===== src/rtl/tt_sel_ctrl_pkg.sv =====
// ============================================================================
// tt_sel_ctrl_pkg : shared widths, spine field offsets and FSM encoding
// Rev 1.0
// ============================================================================
`default_nettype none

package tt_sel_ctrl_pkg;

  localparam int TT_N_IO  = 8;
  localparam int TT_N_O   = 8;
  localparam int TT_N_I   = 8;
  localparam int TT_SEL_W = 10;

  typedef logic [TT_SEL_W-1:0] sel_t;

  localparam logic [0:0] ST_SETTLE = 1'b0;
  localparam logic [0:0] ST_ACTIVE = 1'b1;

  // Inward spine: {0, ui, uio_in, sel, ena, 0}, LSB-relative offsets
  localparam int IW_ENA_BIT = 1;
  localparam int IW_SEL_LSB = 2;
  localparam int IW_UIO_LSB = IW_SEL_LSB + TT_SEL_W;

  function automatic int iw_ui_lsb(input int n_io);
    return IW_UIO_LSB + n_io;
  endfunction

  // Outward spine: {gh, uo, uio_out, uio_oe, gl}
  function automatic int ow_oe_lsb(input int n_io);
    return (n_io >= 0) ? 1 : 1;
  endfunction

  function automatic int ow_uio_lsb(input int n_io);
    return 1 + n_io;
  endfunction

  function automatic int ow_uo_lsb(input int n_io);
    return 1 + 2 * n_io;
  endfunction

endpackage

`default_nettype wire


===== src/rtl/tt_sel_sync.sv =====
// ============================================================================
// tt_sel_sync : 2-flop synchroniser, async active-low reset to 0
// Rev 1.0
// ============================================================================
`default_nettype none

module tt_sel_sync (
  input  logic clk,
  input  logic rst_n,
  input  logic d,
  output logic q
);

  logic meta_q, meta_d;
  logic sync_q, sync_d;

  always_comb begin
    meta_d = d;
    sync_d = meta_q;
  end

  always_ff @(posedge clk or negedge rst_n) begin
    if (!rst_n) begin
      meta_q <= 1'b0;
      sync_q <= 1'b0;
    end else begin
      meta_q <= meta_d;
      sync_q <= sync_d;
    end
  end

  assign q = sync_q;

endmodule

`default_nettype wire


===== src/rtl/tt_sel_ctrl.sv =====
// ============================================================================
// tt_sel_ctrl : design-select address, guarded spine enable and pad/spine
//               word assembly for the row muxes
// Rev 1.0
// ============================================================================
`default_nettype none

module tt_sel_ctrl
  import tt_sel_ctrl_pkg::*;
#(
  parameter int N_IO    = TT_N_IO,
  parameter int N_O     = TT_N_O,
  parameter int N_I     = TT_N_I,
  parameter int GUARD   = 4,
  parameter int SEL_MAX = 1023,
  parameter int S_OW    = N_O + 2 * N_IO + 2,
  parameter int S_IW    = N_I + N_IO + 13
) (
  input  logic            clk,
  input  logic            rst_n,
  input  logic            ctrl_sel_inc,
  input  logic            ctrl_sel_clr,
  input  logic            ctrl_ena,
  input  logic [N_I-1:0]  pad_ui,
  input  logic [N_IO-1:0] pad_uio_in,
  output logic [N_O-1:0]  pad_uo,
  output logic [N_IO-1:0] pad_uio_out,
  output logic [N_IO-1:0] pad_uio_oe,
  output logic [S_IW-1:0] spine_iw,
  input  logic [S_OW-1:0] spine_ow,
  output logic [9:0]      sel
);

  localparam logic [3:0] GUARD_C    = 4'(GUARD);
  localparam sel_t       SEL_MAX_C  = sel_t'(SEL_MAX);
  localparam int         OW_OE_LSB  = ow_oe_lsb(N_IO);
  localparam int         OW_UIO_LSB = ow_uio_lsb(N_IO);
  localparam int         OW_UO_LSB  = ow_uo_lsb(N_IO);

  logic inc_s, clr_s, ena_s;

  tt_sel_sync u_sync_inc (.clk(clk), .rst_n(rst_n), .d(ctrl_sel_inc), .q(inc_s));
  tt_sel_sync u_sync_clr (.clk(clk), .rst_n(rst_n), .d(ctrl_sel_clr), .q(clr_s));
  tt_sel_sync u_sync_ena (.clk(clk), .rst_n(rst_n), .d(ctrl_ena),     .q(ena_s));

  logic            inc_prev_q, inc_prev_d;
  sel_t            sel_q, sel_d;
  logic [3:0]      gcnt_q, gcnt_d;
  logic [0:0]      state_q, state_d;
  logic [N_O-1:0]  uo_q, uo_d;
  logic [N_IO-1:0] uio_out_q, uio_out_d;
  logic [N_IO-1:0] uio_oe_q, uio_oe_d;

  logic inc_pulse;
  logic spine_ena;
  logic unused_ow_guards;

  assign inc_pulse = inc_s & ~inc_prev_q;
  assign spine_ena = (state_q == ST_ACTIVE);

  always_comb begin
    inc_prev_d = inc_s;
    sel_d      = sel_q;
    gcnt_d     = gcnt_q;

    // Every write of sel restarts the settle guard, even a write of 0 over 0.
    if (clr_s) begin
      sel_d  = '0;
      gcnt_d = GUARD_C;
    end else if (inc_pulse) begin
      sel_d  = (sel_q == SEL_MAX_C) ? '0 : sel_q + 1'b1;
      gcnt_d = GUARD_C;
    end else if (gcnt_q != 4'd0) begin
      gcnt_d = gcnt_q - 1'b1;
    end

    state_d = (ena_s && (gcnt_q == 4'd0) && !clr_s && !inc_pulse) ? ST_ACTIVE : ST_SETTLE;

    uo_d      = spine_ena ? spine_ow[OW_UO_LSB  +: N_O]  : '0;
    uio_out_d = spine_ena ? spine_ow[OW_UIO_LSB +: N_IO] : '0;
    uio_oe_d  = spine_ena ? spine_ow[OW_OE_LSB  +: N_IO] : '0;
  end

  always_ff @(posedge clk or negedge rst_n) begin
    if (!rst_n) begin
      inc_prev_q <= 1'b0;
      sel_q      <= '0;
      gcnt_q     <= GUARD_C;
      state_q    <= ST_SETTLE;
      uo_q       <= '0;
      uio_out_q  <= '0;
      uio_oe_q   <= '0;
    end else begin
      inc_prev_q <= inc_prev_d;
      sel_q      <= sel_d;
      gcnt_q     <= gcnt_d;
      state_q    <= state_d;
      uo_q       <= uo_d;
      uio_out_q  <= uio_out_d;
      uio_oe_q   <= uio_oe_d;
    end
  end

  assign unused_ow_guards = spine_ow[S_OW-1] ^ spine_ow[0];

  assign pad_uo      = uo_q;
  assign pad_uio_out = uio_out_q;
  assign pad_uio_oe  = uio_oe_q;
  assign sel         = sel_q;
  assign spine_iw    = {1'b0, pad_ui, pad_uio_in, sel_q, spine_ena, 1'b0};

endmodule

`default_nettype wire


===== config.mk =====
export PLATFORM = sky130hd
export DESIGN_NAME = tt_sel_ctrl
export DESIGN_NICKNAME = d
export VERILOG_FILES = /design/src/rtl/tt_sel_ctrl_pkg.sv /design/src/rtl/tt_sel_sync.sv /design/src/rtl/tt_sel_ctrl.sv
export SDC_FILE = /design/constraint.sdc
export NUM_CORES = 1
export LEC_CHECK = 0
export CORE_ASPECT_RATIO = 0.9
export CORE_MARGIN = 3
export CORE_UTILIZATION = 43
export CTS_BUF_LIST = sky130_fd_sc_hd__clkbuf_8
export CTS_CLUSTER_DIAMETER = 50
export DETAILED_ROUTE_END_ITERATION = 12
export PLACE_DENSITY = 0.86
export SLEW_MARGIN = 20
export SYNTH_ARGS = -nofsm -noshare
export SYNTH_HDL_FRONTEND = slang
export SYNTH_HIERARCHICAL = 1
export SYNTH_SLANG_ARGS = --single-unit
export TNS_END_PERCENT = 5

===== constraint.sdc =====
create_clock -name clk -period 2 [get_ports clk]
set_input_delay 0.4 -clock clk [delete_from_list [all_inputs] [get_ports clk]]
set_output_delay 0.4 -clock clk [all_outputs]
set_load 0.01 [all_outputs]

==> metrics.yaml, run 1 <==
setup_viol: 0
synth_seq_area_share_pct: 57.35
maxSlewHeadroom_pct: 56.91
grt_pass1_vias: 1339
cts_root_buf: "clkbuf_8"
leakage_nw: 1.203
cp.required_ps: 1600
antenna_found_initial: 0
post-cts-setup-buffers: 0
wl_per_cell_um: 12.50
syn-cell-area_um2: 2009
start_util_pct: 46.79
drtIter0Drc: 78
r2r_cells: 5
pre_cts_ws_ps: 500.8
cp_slowest_cell: "clkdlybuf4s50_1"
ff2ff_setup_slack_ps: 490
worst_pin_slew_ps: 646.3
crit_chain: "clkdlybuf4s50_1"
die_h_um: 70.85
status: "finished, final reports clean"
critPathMaxFanout: 6
grt_usage_pct: 14.23
worstPathArrival_ps: 1390
utilization_pct: 63.00
r2r_start: "sel[0]"
netlist.top_cell.by_area: "dfrtp_1"
post-route-period-util_pct: 89.31
async_flop_share_pct: 100.0
yosys-top-cells-count: "dfrtp_1, buf_4, and2_1"
wirelength_mm: 3.563
startpoint_type: "flop"
rsz0062_at_grt: "no"
synth_area_leaders: "dfrtp_1, buf_4, and2_1"
grt_pass1_wl_mm: 6.141
vias: 1309
die-width_um: 78.06
io_buffers: 73
cp-end-kind: "primary output"
max_stage_delay_ps: 610
clk_latency_ps: 290
max_freq_mhz: 559.9
final-max-slew-violation-count: 0
hold_class: "primary input to asynchronous set/reset pin"
nFillCells: 346
yosys.area.top_type_share_pct: 56.04
io_pins: 110
htreeDepth: 2
grtUsageMet2_pct: 22.72
antenna_left: 0
grt_use_met3_pct: 4.707
critPathBufInv: 1
fin_crit_ps: 1786
path_clk_slew_ps: 80
num-nets-final: 274
crit_family: "buffers and inverters"
cts_sinks: 46
std_cell_rows: 22
synth-seq-cells: 46
met1_usage_pct: 17.33
hold_viol: 0
dieArea_um2: 5530
cap_violations: 0
dp.final_hpwl_mm: 2.732
synthFlopType: "dfrtp_1"
synth.avg_cell_area_um2: 11.68
ys.warnings.count: 6
drc_errors: 0
postSynthCellCount: 172
tns_ps: 0
drive_above_1_share_pct: 10.22
cts_resized: 0
p_per_area_nw_per_um2: 653.5
grt-busiest-layer: "met2"
antennaDiodeCount: 0
setup_ws_ps: 213.8
grt_overflow: 0
gp_congestion: 0.7390
yosysMostFrequentCell: "dfrtp_1"
syn2layout_area_growth_pct: 34.62
synth_edf_count: 0
cts_tree: "yes"
grt_max_degree: 32
path_class: "flop to primary output"
core_um2: 4294
clock_skew_ps: 8.035
cts_hold_buf: 0
cts_buffers: 5
peakVddDrop_uv: 437.2
r2r-end: "sel[4]"
drt-pass1-iter-count: 4
synth.distinct_cells: 34
avgViaCountPerCell: 4.593
clk_path_buf_depth: 2
==> cells by family (layout without fill, tap and decap cells) <==
family	after synthesis	in the layout	share of synthesized area (%)
xor gates and xnor gates	7	7	3.051
muxes	1	1	0.4982
and+or+nand+nor	63	63	19.80
DFF	46	46	57.35
other	1	2	0.1866
AOI/OAI and AO/OA	15	15	5.044
adders and majority gates	3	3	1.868
buffers and inverters	36	88	12.20
==> cell type report <==
cell class	count	area, µm²	share of cell area, %
Timing Repair Buffer	77	755.7	27.94
Clock buffer	6	82.58	3.053
Clock inverter	2	12.51	0.4625
Sequential cell	46	1152	42.60
Inverter	3	11.26	0.4163
Multi-Input combinational cell	91	615.6	22.76
Tap cell	60	75.07	2.775
==> layer usage <==
layer	up-vias	share of wire [%]	wire, µm
met5	-	0	0
met4	0	1.9	68
met3	7	7.1	254
met2	45	49	1744
met1	629	42	1497
li1	628	-	-
==> layout by cell type, fill, tap and decap left out <==
cell type | netlist | layout
buf_2 | 1 | 1
nand2_1 | 9 | 9
nand3_4 | 1 | 1
o21ai_1 | 2 | 2
a21bo_1 | 1 | 1
nor3_1 | 4 | 4
and3_1 | 2 | 2
clkinvlp_4 | 0 | 1
xnor2_1 | 3 | 3
nand2b_4 | 1 | 1
mux2i_1 | 1 | 1
conb_1 | 1 | 2
nor3_4 | 1 | 1
inv_1 | 3 | 3
nor3b_2 | 1 | 1
buf_4 | 29 | 4
clkbuf_8 | 0 | 6
clkinv_2 | 0 | 1
dfstp_2 | 1 | 1
a2bb2oi_1 | 1 | 1
nor3_2 | 2 | 2
nor3b_1 | 1 | 1
or3_1 | 2 | 2
nor4_4 | 1 | 1
dfrtp_1 | 45 | 45
clkdlybuf4s50_1 | 0 | 72
ha_1 | 3 | 3
and2_1 | 24 | 24
o2111ai_1 | 2 | 2
a211oi_2 | 1 | 1
nand2_2 | 1 | 1
xor2_1 | 4 | 4
a21o_1 | 1 | 1
nor2b_1 | 1 | 1
a21oi_1 | 7 | 7
nor2_1 | 11 | 11
nand4_1 | 1 | 1
==> power by group <==
part	leakage [nW]	switching, W	internal [W]	total, W
registers	0.619	0.0000232	0.000964	0.000987
clock network	0.0472	0.000295	0.000278	0.000572
logic	0.536	0.0000888	0.000119	0.000208
total	1.20	0.000407	0.00136	0.00177
==> metrics by stage <==
step	total power, W	area [µm²]	hold WS [ps]	instances
floorplan	0.001135	2013	104.4	173
global placement	0.001211	2610	331.0	277
detailed placement	0.001216	2610	334.7	277
CTS	0.001788	2705	137.6	285
global route	0.001855	2705	169.2	285
finish	0.001768	2705	124.1	285
==> worst max-delay path by stage <==
stage | startpoint | endpoint | slack [ps] | depth (start not counted)
2_1_floorplan | sel[0] | sel[0] | 610 | 5
3_3_place_gp | sel[0] | sel[5] | 520 | 5
3_5_place_dp | sel[0] | sel[3] | 500 | 5
4_1_cts | sel[3] | spine_iw[5] | 190 | 1
5_1_grt | sel[3] | spine_iw[5] | 150 | 1
6_report | sel[3] | spine_iw[5] | 210 | 1
==> sequential cells by signal (all words and copies together) (netlist names) <==
| register | flops |
|---|---|
| sel | 10 |
| pad_uio_oe | 8 |
| pad_uio_out | 8 |
| pad_uo | 8 |
| gcnt_q | 4 |
| inc_prev_q | 1 |
| spine_ena | 1 |
| u_sync_clr/meta_q | 1 |
| u_sync_clr/q | 1 |
| u_sync_ena/meta_q | 1 |
| u_sync_ena/q | 1 |
| u_sync_inc/meta_q | 1 |
| u_sync_inc/q | 1 |
(Power assumes the default switching activity.)
==> inputs of run 2 (changes only) <==
--- a/config.mk
+++ b/config.mk
@@ -11,6 +11,7 @@
 export CTS_BUF_LIST = sky130_fd_sc_hd__clkbuf_8
 export CTS_CLUSTER_DIAMETER = 50
 export DETAILED_ROUTE_END_ITERATION = 12
+export GPL_TIMING_DRIVEN = 0
 export PLACE_DENSITY = 0.86
 export SLEW_MARGIN = 20
 export SYNTH_ARGS = -nofsm -noshare
==> metrics.yaml, run 2 (synthesized netlist as in run 1, its figures left out) <==
status: "finished, final reports clean"
final_cells: 331
ff2ff_setup_slack_ps: 400
r2r_cells: 5
largest_reg_flops: 10
power_w: 0.001845
clk_path_buf_depth: 2
startpoint_type: "flop"
antenna_left: 0
drc_errors: 0
leakage_nw: 1.419
htreeDepth: 2
nFillCells: 324
layout_common_cells: "clkdlybuf4s50_1, dfrtp_1, buf_4, and2_1, nor2_1"
wl_per_cell_um: 13.22
syn2layout_area_growth_pct: 53.92
path_clk_slew_ps: 80
tns_ps: 0
final-max-slew-violation-count: 0
std_cell_rows: 22
fin_crit_ps: 1925
maxSlewHeadroom_pct: 54.88
cts_sinks: 46
num-nets-final: 320
grt_pass1_wl_mm: 7.217
max_freq_mhz: 519.4
final_common_cell: "clkdlybuf4s50_1"
drive_above_1_share_pct: 18.08
grt_max_degree: 31
critPathMaxFanout: 6
core_um2: 4294
cts_root_buf: "clkbuf_8"
antennaDiodeCount: 0
cts_hold_buf: 0
hold_viol: 0
drtIter0Drc: 97
gp_congestion: 0.7385
vias: 1507
io_pins: 110
dieArea_um2: 5530
cts_tree: "yes"
dp.final_hpwl_mm: 3.435
cp.required_ps: 1600
drt-pass1-iter-count: 4
cts_resized: 0
post-cts-setup-buffers: 0
cap_violations: 0
cts_buffers: 5
path_class: "flop to primary output"
setup_viol: 0
post-route-period-util_pct: 96.27
r2r_start: "sel[0]"
multi_input_area_um2: 615.6
peakVddDrop_uv: 548.4
antenna_found_initial: 0
whs_ps: 128.7
wirelength_mm: 4.377
die-width_um: 78.06
clk_latency_ps: 300
worst_pin_slew_ps: 676.7
grt_usage_pct: 16.97
cp-end-kind: "primary output"
placed_cell_area_um2: 3002
cp_slowest_cell: "clkdlybuf4s50_1"
crit_family: "buffers and inverters"
final_cell_area_um2: 3093
seq_area_um2: 1152
crit_chain: "buf_4, clkdlybuf4s50_1"
hold_class: "primary input to asynchronous set/reset pin"
io_buffers: 89
r2r-end: "sel[4]"
start_util_pct: 46.79
worstPathArrival_ps: 1530
grt_overflow: 0
clock_skew_ps: 7.306
avgViaCountPerCell: 4.553
die_h_um: 70.85
grt_pass1_vias: 1477
place_inst: 323
p_per_area_nw_per_um2: 596.4
rsz0062_at_grt: "no"
max_stage_delay_ps: 550
critPathBufInv: 2
-- run 2: cell types whose count changed in the layout (fill, tap and decap cells not counted), sizes merged --
cell and change:
buf +27, clkbuf +3, clkdlybuf4s50 +16, clkinvlp -1, inv +1
-- run 2: cell type report --
class	instances	area share (%)
multi-input cells	91	19.90
repair buffers	90	29.53
flip-flops and latches	46	37.26
clock buffers	6	2.670
clock inverters	2	0.2832
inverters	3	0.3641
plain buffers	33	7.565
well taps	60	2.427
-- run 2: per-layer routing --
layer  vias to the layer above  share of wire (%)  global-route usage [%]
met1                       725                 37                   19.09
met5                         -                  0                       0
met2                        56                 53                   29.28
met3                         6                7.9                   6.870
li1                        720                  -                       -
met4                         0                1.6                   5.825
-- run 2: worst max path at each step --
stage | startpoint | end | depth (start not counted)
floorplan | sel[0] | sel[0] | 5
global placement | rst_n | sel[7] | 1
detailed placement | sel[3] | spine_iw[5] | 2
CTS | sel[3] | spine_iw[5] | 2
global route | sel[3] | spine_iw[5] | 2
finish | sel[3] | spine_iw[5] | 2
-- run 2: power by group --
part,internal (W),switching [W]
Sequential,0.000964,0.0000225
Combinational,0.000175,0.000114
Clock,0.000274,0.000296
-- run 2: stage by stage --
stage / utilization (%) / setup WS, ps
finish: 72.03 / 74.55
global route: 72.03 / 20.14
CTS: 72.03 / 50.26
detailed placement: 69.90 / 394.9
global placement: 69.38 / -672.7
floorplan: - / 610.4
==> inputs of run 3 (changes only) <==
--- a/config.mk
+++ b/config.mk
@@ -7,12 +7,12 @@
 export LEC_CHECK = 0
 export CORE_ASPECT_RATIO = 0.9
 export CORE_MARGIN = 3
-export CORE_UTILIZATION = 43
+export CORE_UTILIZATION = 40
 export CTS_BUF_LIST = sky130_fd_sc_hd__clkbuf_8
 export CTS_CLUSTER_DIAMETER = 50
 export DETAILED_ROUTE_END_ITERATION = 12
 export GPL_TIMING_DRIVEN = 0
-export PLACE_DENSITY = 0.86
+export PLACE_DENSITY = 0.8
 export SLEW_MARGIN = 20
 export SYNTH_ARGS = -nofsm -noshare
 export SYNTH_HDL_FRONTEND = slang
==> metrics.yaml, run 3 (synthesized netlist as in run 1, its figures left out) <==
syn2layout_area_growth_pct: 53.42
avgViaCountPerCell: 4.384
final-max-slew-violation-count: 0
gp_congestion: 0.7590
clk_latency_ps: 290
grt_usage_pct: 14.98
antenna_left: 0
antenna_found_initial: 0
max_freq_mhz: 532.0
cp.required_ps: 1600
hold_viol: 0
die-width_um: 80.71
cp-end-kind: "primary output"
multi_input_area_um2: 615.6
nFillCells: 351
cts_hold_buf: 0
std_cell_rows: 23
wirelength_mm: 4.158
path_clk_slew_ps: 80
drt-pass1-iter-count: 4
peakVddDrop_uv: 472.6
grt_pass1_wl_mm: 6.637
io_pins: 110
start_util_pct: 43.37
fin_crit_ps: 1880
layout_common_cells: "clkdlybuf4s50_1, dfrtp_1, buf_4, and2_1, nor2_1"
cts_buffers: 5
final_common_cell: "clkdlybuf4s50_1"
vias: 1460
cts_sinks: 46
drive_above_1_share_pct: 18.08
startpoint_type: "flop"
power_w: 0.001803
core_um2: 4633
ff2ff_setup_slack_ps: 420
dp.final_hpwl_mm: 3.275
cts_tree: "yes"
path_class: "flop to primary output"
post-cts-setup-buffers: 0
cap_violations: 0
rsz0062_at_grt: "no"
grt_max_degree: 33
dieArea_um2: 5911
status: "finished, final reports clean"
leakage_nw: 1.413
setup_ws_ps: 120.1
cts_resized: 0
setup_viol: 0
antennaDiodeCount: 0
post-route-period-util_pct: 93.99
hold_class: "primary input to asynchronous set/reset pin"
highest_layer: "met4"
die_h_um: 73.24
drtIter0Drc: 44
critPathMaxFanout: 6
wl_met3_um: 418
tns_ps: 0
grt_overflow: 0
r2r-end: "sel[1]"
drc_errors: 0
met1Wirelength_mm: 1.601
worstPathArrival_ps: 1480
wl_met2_mm: 2.081
clock_skew_ps: 8.607
num-nets-final: 320
wl_per_cell_um: 12.49
io_buffers: 89
largest_reg_flops: 10
r2r_cells: 5
clk_path_buf_depth: 2
grt_pass1_vias: 1434
p_per_area_nw_per_um2: 584.9
r2r_start: "sel[0]"
cts_root_buf: "clkbuf_8"
startpoint: "sel[3]"
pre_cts_ws_ps: 416.5
seq_area_um2: 1152
htreeDepth: 2
whs_ps: 9.224
==> run 3: cell types whose count changed in the layout (fill, tap and decap cells not counted) <==
cell      delta
clkinv_4     +1
buf_12       +1
clkbuf_8     -1
buf_16       -1
==> run 3: power by group <==
| part | internal, W | total [W] | switching [W] |
|---|---|---|---|
| sequential | 0.000964 | 0.000986 | 0.0000217 |
| combinational | 0.000173 | 0.000284 | 0.000111 |
| clock | 0.000241 | 0.000534 | 0.000292 |
| total | 0.00138 | 0.00180 | 0.000425 |
==> run 3: critical path: stages, from the launching register on <==
cell and delay [ps]:
dfrtp_1 490, buf_4 160, clkdlybuf4s50_1 540
==> run 3: stage by stage <==
| stage | instances | instance area (µm²) | util, % |
|---|---|---|---|
| 3_5_place_dp | 325 | 2997 | 64.68 |
| 5_1_grt | 333 | 3083 | 66.54 |
| 2_1_floorplan | 173 | 2013 | - |
| 6_report | 333 | 3083 | 66.54 |
| 4_1_cts | 333 | 3083 | 66.54 |
| 3_3_place_gp | 324 | 2982 | 64.35 |
==> run 3: per-layer routing <==
layer  vias up  track usage (%)
li1        722                -
met1       667            17.58
met2        66            25.09
met3         5            5.556
met4         0            5.629
met5         -                0
==> run 3: area by class of cell <==
type / count / area share (%)
clock inverters: 3 / 0.5682
multi-input cells: 91 / 19.97
flip-flops and latches: 46 / 37.38
plain buffers: 33 / 7.589
repair buffers: 90 / 29.38
clock buffers: 5 / 2.232
well taps: 62 / 2.516
inverters: 3 / 0.3653
==> run 3: worst max path at each step <==
| stage | cells after the start | slack, ps | end |
|---|---|---|---|
| after floorplan | 5 | 610 | sel[0] |
| after global placement | 1 | -720 | pad_uo[4] |
| after CTS | 2 | 110 | spine_iw[5] |
| after detailed placement | 5 | 420 | sel[1] |
| final | 2 | 120 | spine_iw[5] |
| after global routing | 2 | 50 | spine_iw[5] |
